==> config.mk <==
export PLATFORM = sky130hd
export DESIGN_NAME = wb_regfile_slave
export DESIGN_NICKNAME = d
export VERILOG_FILES = /design/src/rtl/wb_regfile_pkg.sv /design/src/rtl/wb_byte_merge.sv /design/src/rtl/wb_regfile_slave.sv
export SDC_FILE = /design/constraint.sdc
export NUM_CORES = 1
export LEC_CHECK = 0
export CAP_MARGIN = 20
export CORE_AREA = 2 2 193 195
export CTS_CLUSTER_DIAMETER = 60
export DETAILED_ROUTE_END_ITERATION = 10
export DIE_AREA = 0 0 195 197
export PLACE_DENSITY_LB_ADDON = 0.2
export SLEW_MARGIN = 20
export SYNTH_ARGS = -nofsm -noshare
export SYNTH_HDL_FRONTEND = slang
export SYNTH_SLANG_ARGS = --single-unit
==> constraint.sdc <==
create_clock -name clk_i -period 4 [get_ports clk_i]
set_clock_uncertainty 0.2 [all_clocks]
set_input_delay 0.8 -clock clk_i [delete_from_list [all_inputs] [get_ports clk_i]]
set_output_delay 0.8 -clock clk_i [all_outputs]
set_load 0.02 [all_outputs]
==> src/rtl/wb_regfile_pkg.sv <==
// Shared types and helpers for the Wishbone register-file responder.
// Contents: FSM state enum and the byte-address to word-index shift helper.
package wb_regfile_pkg;

    typedef enum logic [0:0] {
        IDLE = 1'b0,
        RESP = 1'b1
    } state_e;

    // Number of low address bits that select a byte within one bus word.
    function automatic int unsigned word_shift(input int unsigned data_width);
        return $clog2(data_width / 8);
    endfunction

endpackage

==> src/rtl/wb_byte_merge.sv <==
// Byte-lane merge of a latched write word into one register word.
// Ports:
//   cur_i    - current register contents
//   wdata_i  - latched write data
//   sel_i    - latched byte enables, one per byte lane
//   merged_c - cur_i with every selected byte replaced by wdata_i (combinational)
module wb_byte_merge #(
    parameter int unsigned DATA_WIDTH = 32
) (
    input  logic [DATA_WIDTH-1:0]   cur_i,
    input  logic [DATA_WIDTH-1:0]   wdata_i,
    input  logic [DATA_WIDTH/8-1:0] sel_i,
    output logic [DATA_WIDTH-1:0]   merged_c
);

    localparam int unsigned NUM_BYTES = DATA_WIDTH / 8;

    always_comb begin
        merged_c = cur_i;
        for (int unsigned b = 0; b < NUM_BYTES; b++) begin
            if (sel_i[b]) begin
                merged_c[b*8 +: 8] = wdata_i[b*8 +: 8];
            end
        end
    end

endmodule

==> src/rtl/wb_regfile_slave.sv <==
// Wishbone classic-cycle responder: byte-writable control registers plus
// read-only status words, one single-cycle termination per accepted transfer.
// Optional feature macro: WB_REGFILE_ERR_EN (unmapped index terminates with err).
// Ports:
//   clk_i, rst_n_i          - clock, asynchronous active-low reset
//   wb_cyc_i/stb_i/we_i     - bus cycle, strobe, write enable
//   wb_addr_i/sel_i/data_i  - byte address, byte enables, write data
//   wb_data_o/ack_o/err_o   - read data and terminations (combinational)
//   status_i                - packed status words, word k at [k*DATA_WIDTH +: DATA_WIDTH]
//   ctrl_o                  - packed control registers, same packing (registered)
//   wr_pulse_o              - per-register write pulse during the response cycle (registered)
module wb_regfile_slave
    import wb_regfile_pkg::*;
#(
    parameter int unsigned          DATA_WIDTH = 32,
    parameter int unsigned          ADDR_WIDTH = 32,
    parameter int unsigned          NUM_RW     = 8,
    parameter int unsigned          NUM_RO     = 4,
    parameter logic [DATA_WIDTH-1:0] RW_RESET  = '0
) (
    input  logic                                             clk_i,
    input  logic                                             rst_n_i,
    input  logic                                             wb_cyc_i,
    input  logic                                             wb_stb_i,
    input  logic                                             wb_we_i,
    input  logic [ADDR_WIDTH-1:0]                            wb_addr_i,
    input  logic [DATA_WIDTH/8-1:0]                          wb_sel_i,
    input  logic [DATA_WIDTH-1:0]                            wb_data_i,
    output logic [DATA_WIDTH-1:0]                            wb_data_o,
    output logic                                             wb_ack_o,
    output logic                                             wb_err_o,
    input  logic [(NUM_RO > 0 ? NUM_RO*DATA_WIDTH : 1)-1:0]  status_i,
    output logic [NUM_RW*DATA_WIDTH-1:0]                     ctrl_o,
    output logic [NUM_RW-1:0]                                wr_pulse_o
);

    localparam int unsigned SEL_WIDTH = DATA_WIDTH / 8;
    localparam int unsigned SHIFT     = word_shift(DATA_WIDTH);

    state_e                  state_q, state_d;
    logic [ADDR_WIDTH-1:0]   idx_q, idx_d;
    logic                    we_q, we_d;
    logic [SEL_WIDTH-1:0]    sel_q, sel_d;
    logic [DATA_WIDTH-1:0]   data_q, data_d;
    logic [DATA_WIDTH-1:0]   ctrl_q [NUM_RW];
    logic [DATA_WIDTH-1:0]   ctrl_d [NUM_RW];
    logic [DATA_WIDTH-1:0]   merged [NUM_RW];
    logic [NUM_RW-1:0]       wr_pulse_q, wr_pulse_d;
    logic [DATA_WIDTH-1:0]   rd_word;
    logic                    req;

    assign req = wb_cyc_i & wb_stb_i;

`ifdef WB_REGFILE_ERR_EN
    logic mapped;
    assign mapped = idx_q < ADDR_WIDTH'(NUM_RW + NUM_RO);
`endif

    // Per-register byte merge of the latched write word.
    for (genvar k = 0; k < NUM_RW; k++) begin : g_reg
        wb_byte_merge #(
            .DATA_WIDTH (DATA_WIDTH)
        ) u_merge (
            .cur_i    (ctrl_q[k]),
            .wdata_i  (data_q),
            .sel_i    (sel_q),
            .merged_c (merged[k])
        );
        assign ctrl_o[k*DATA_WIDTH +: DATA_WIDTH] = ctrl_q[k];
    end

    assign wr_pulse_o = wr_pulse_q;

    // Read mux over the latched index; unmapped indices read as zero.
    always_comb begin
        rd_word = '0;
        for (int unsigned k = 0; k < NUM_RW; k++) begin
            if (idx_q == ADDR_WIDTH'(k)) begin
                rd_word = ctrl_q[k];
            end
        end
        for (int unsigned k = 0; k < NUM_RO; k++) begin
            if (idx_q == ADDR_WIDTH'(NUM_RW + k)) begin
                rd_word = status_i[k*DATA_WIDTH +: DATA_WIDTH];
            end
        end
    end

    // Next-state, request latch, register commit and bus terminations.
    always_comb begin
        state_d    = state_q;
        idx_d      = idx_q;
        we_d       = we_q;
        sel_d      = sel_q;
        data_d     = data_q;
        ctrl_d     = ctrl_q;
        wr_pulse_d = '0;
        wb_ack_o   = 1'b0;
        wb_err_o   = 1'b0;
        wb_data_o  = '0;
        case (state_q)
            IDLE: begin
                if (req) begin
                    state_d = RESP;
                    idx_d   = wb_addr_i >> SHIFT;
                    we_d    = wb_we_i;
                    sel_d   = wb_sel_i;
                    data_d  = wb_data_i;
                    // Pulse is registered, so it marks the accepted write request.
                    for (int unsigned k = 0; k < NUM_RW; k++) begin
                        wr_pulse_d[k] = wb_we_i && (idx_d == ADDR_WIDTH'(k));
                    end
                end
            end
            RESP: begin
                state_d = IDLE;
                // Master still strobing: terminate; otherwise the transfer is dropped.
                if (req) begin
`ifdef WB_REGFILE_ERR_EN
                    wb_ack_o = mapped;
                    wb_err_o = !mapped;
`else
                    wb_ack_o = 1'b1;
`endif
                    if (!we_q) begin
                        wb_data_o = rd_word;
                    end else begin
                        for (int unsigned k = 0; k < NUM_RW; k++) begin
                            if (idx_q == ADDR_WIDTH'(k)) begin
                                ctrl_d[k] = merged[k];
                            end
                        end
                    end
                end
            end
            default: state_d = IDLE;
        endcase
    end

    always_ff @(posedge clk_i or negedge rst_n_i) begin
        if (!rst_n_i) begin
            state_q    <= IDLE;
            idx_q      <= '0;
            we_q       <= 1'b0;
            sel_q      <= '0;
            data_q     <= '0;
            wr_pulse_q <= '0;
            for (int unsigned k = 0; k < NUM_RW; k++) begin
                ctrl_q[k] <= RW_RESET;
            end
        end else begin
            state_q    <= state_d;
            idx_q      <= idx_d;
            we_q       <= we_d;
            sel_q      <= sel_d;
            data_q     <= data_d;
            wr_pulse_q <= wr_pulse_d;
            ctrl_q     <= ctrl_d;
        end
    end

endmodule

==> key figures <==
Critical path
  – CP arrival: 3190 ps
  – Worst Setup Path Type: flop to output pin
  – Worst Setup End Kind: output pin
  – CP max FO: 16
  – Required time worst endpoint: 3000 ps
  – Worst-path cell chain: nor4_1, buf_4, nand4_1, nor2_4, buf_4, buf_4, buf_4, buf_12, a221o_1, o2111ai_4, a21oi_2, buf_4
  – Startpoint Class: flop
  – Max stage delay on crit path: 430 ps
  – Slowest stage cell, crit path: dfrtp_1
  – Crit-path most repeated cell: buf_4

Die
  – Die Span Y: 197 um
  – Die Wd: 195 um
  – Starting density of the core: 44.93%
  – Std-Cell Rows: 70
  – Ports: 499
  – Die area: 38,420 sq um
  – Core ar.: 36,260 sq um

STA
  – Fmax: 238.4 MHz
  – Fin worst setup slack: -194.2 ps
  – Worst-margin pin slew: 754.7 ps
  – # setup viols final: 22
  – Clock period minus worst slack: 4194 ps
  – WHS: 96.83 ps
  – RSZ-0062 raised after global routing: true
  – Slew headroom: 49.63%
  – Final hold vios: 0
  – Tcrit/Tclk final: 104.9%
  – Slew Limit Fails: 0

Run status
  – Status: complete, but fails checks
  – Failing checks: negative setup slack

GRT
  – Pin count of the biggest net entering global routing: 94
  – First-pass GRT wire length: 100,000 um
  – Initial antenna violation count: 3
  – Number of global-route vias before repair: 15,291
  – Total Routing Usage GR: 34.83%
  – Total gr overflow: 0

Detailed routing
  – DRT Pass-1 Iters: 8
  – Routed vias/inst: 6.012
  – DRC Markers: 0
  – Wire per inst: 27.13 um
  – Routed wire length: 68,270 um
  – Remaining antenna violation count after routing: 0
  – Via Count: 15,125
  – Initial DRC count: 1,260

Yosys
  – Primary FF master, synth: dfrtp_1
  – Synth unique cells: 67
  – Post-synthesis cell count: 1,412
  – Yosys top cell area share: 51.00%
  – Post-synth EDFFs: 0
  – Area leader, netlist: dfrtp_1
  – Sequential-to-total area share from yosys stat: 51.00%
  – Syn avg cell area: 11.54 sq um
  – Synth area leaders: dfrtp_1, mux2_2, nand2_1, mux4_2, o21ai_0
  – Share of synthesized registers carrying an async set or reset: 100.0%
  – Synth top cells by count: dfrtp_1, nand2_1, mux2_2, o21ai_0, clkbuf_1
  – Flops & latches, synth: 332
  – Mapped Area: 16,290 sq um
  – Top-count cell post-synth: dfrtp_1
  – Yosys warns: 0
  – Syn Nets: 1,613

Min path
  – Worst hold path class: primary input to async pin

Clocking
  – CTS buffer count: 38
  – Clock slew seen by the registers of the worst setup and hold paths: 50 ps
  – Htree depth: 2
  – Clock sinks: 332
  – CTS tree: yes
  – CTS Buffer Depth: 3
  – Root buffer cell: clkbuf_16
  – Clk_lat worst skew: 530 ps
  – # hold bufs at CTS: 0

Final layout
  – Final Cell Area: 24,790 sq um
  – Final net count: 2,217
  – Storage cell area: 8315 sq um
  – Fill count: 2,789
  – Share of layout cells above drive strength 1: 31.23%
  – Multi-input logic area: 8129 sq um
  – Layout area overhead: 52.20%

Pwr
  – Leakage power: 11.37 nW
  – PD cells: 335.6 nW/um^2
  – VDD IR max: 0.3315 mV
  – Total power: 8.320 mW

Placed design
  – # port buffers: 495
  – GPL Wtd Cong: 0.9448
  – Area post-placement: 22,670 sq um
  – DP HPWL: 49,670 um

Job
  – # Max-Cap Violations: 0
-- worst max-delay path, delay by kind of cell, from the launching register on --
family / cells / cell delay [ps]
buf+inv: 6 / 880
simple gates: 3 / 730
compound gates: 3 / 620
flops: 1 / 430
-- registers in the layout, indices dropped and copies added (netlist names) --
register	cells
ctrl_o	256
data_q	32
idx_q	30
wr_pulse_o	8
sel_q	4
state_q	1
we_q	1
-- layout by cell type (no fill, tap or decap), types with 24 or more instances in the layout --
master,count
nand2_1,267
buf_4,130
buf_6,27
dfrtp_1,330
clkbuf_16,41
o21ai_0,50
mux4_2,24
mux2_2,248
clkdlybuf4s50_1,462
-- layout make-up --
| type | instances | area share (%) |
|---|---|---|
| diodes | 2 | 0.02019 |
| clock buffers | 58 | 4.840 |
| clock inverters | 12 | 0.6005 |
| inverters | 17 | 0.2574 |
| multi-input cells | 981 | 32.79 |
| flip-flops and latches | 332 | 33.54 |
| well taps | 468 | 2.362 |
| repair buffers | 646 | 25.60 |
-- layer usage --
layer | track usage, % | part of all wire, % | vias to the layer above
li1 | - | - | 6455
met1 | 44.83 | 39 | 7636
met2 | 57.76 | 48 | 868
met3 | 7.700 | 9.0 | 164
met4 | 13.26 | 4.2 | 2
met5 | 0 | 0.019 | -
-- worst paths after layout --
check / startpoint / end / slack [ps] / cells after the start
min in group clk_i: ctrl_o[149] / ctrl_o[149] / 320 / 1
hold / removal: rst_n_i / idx_q[19] / 100 / 1
setup / recovery: idx_q[29] / wb_data_o[18] / -190 / 12
max in group asynchronous: rst_n_i / ctrl_o[24] / 2570 / 2
setup reg to reg: idx_q[29] / ctrl_o[19] / 560 / 12
hold reg to reg: ctrl_o[149] / ctrl_o[149] / 320 / 1
-- timing repair --
| action | in CTS | in global routing |
|---|---|---|
| gates resized for setup | 187 | 81 |
| cloned | 1 | 0 |
| pin swaps | 36 | 35 |
| buffers inserted | 16 | 14 |
| setup endpoints to repair | 32 | 32 |
-- logic make-up after synthesis --
group	share of synthesized area, %
and+or+nand+nor	12.95
DFF	51.00
muxes	21.56
AOI/OAI and AO/OA	11.95
buffers and inverters	2.519
other	0.02302
-- per-stage QoR --
step	worst slack, ps	TNS, ps	std cells	utilization, %
2_1_floorplan	530.9	0	1412	-
3_3_place_gp	-221.0	-2055	2417	62.52
3_5_place_dp	-332.7	-4212	2417	62.52
4_1_cts	-73.78	-430.8	2503	67.32
5_1_grt	-197.8	-3016	2515	68.37
6_report	-194.2	-1237	2516	68.38
-- where the power goes --
| part | internal [mW] | switching [mW] | total (mW) |
|---|---|---|---|
| Combinational | 0.436 | 0.513 | 0.949 |
| Sequential | 3.46 | 0.218 | 3.68 |
| Clock | 2.27 | 1.42 | 3.69 |
Note: power is estimated with default switching activity, not from simulation.
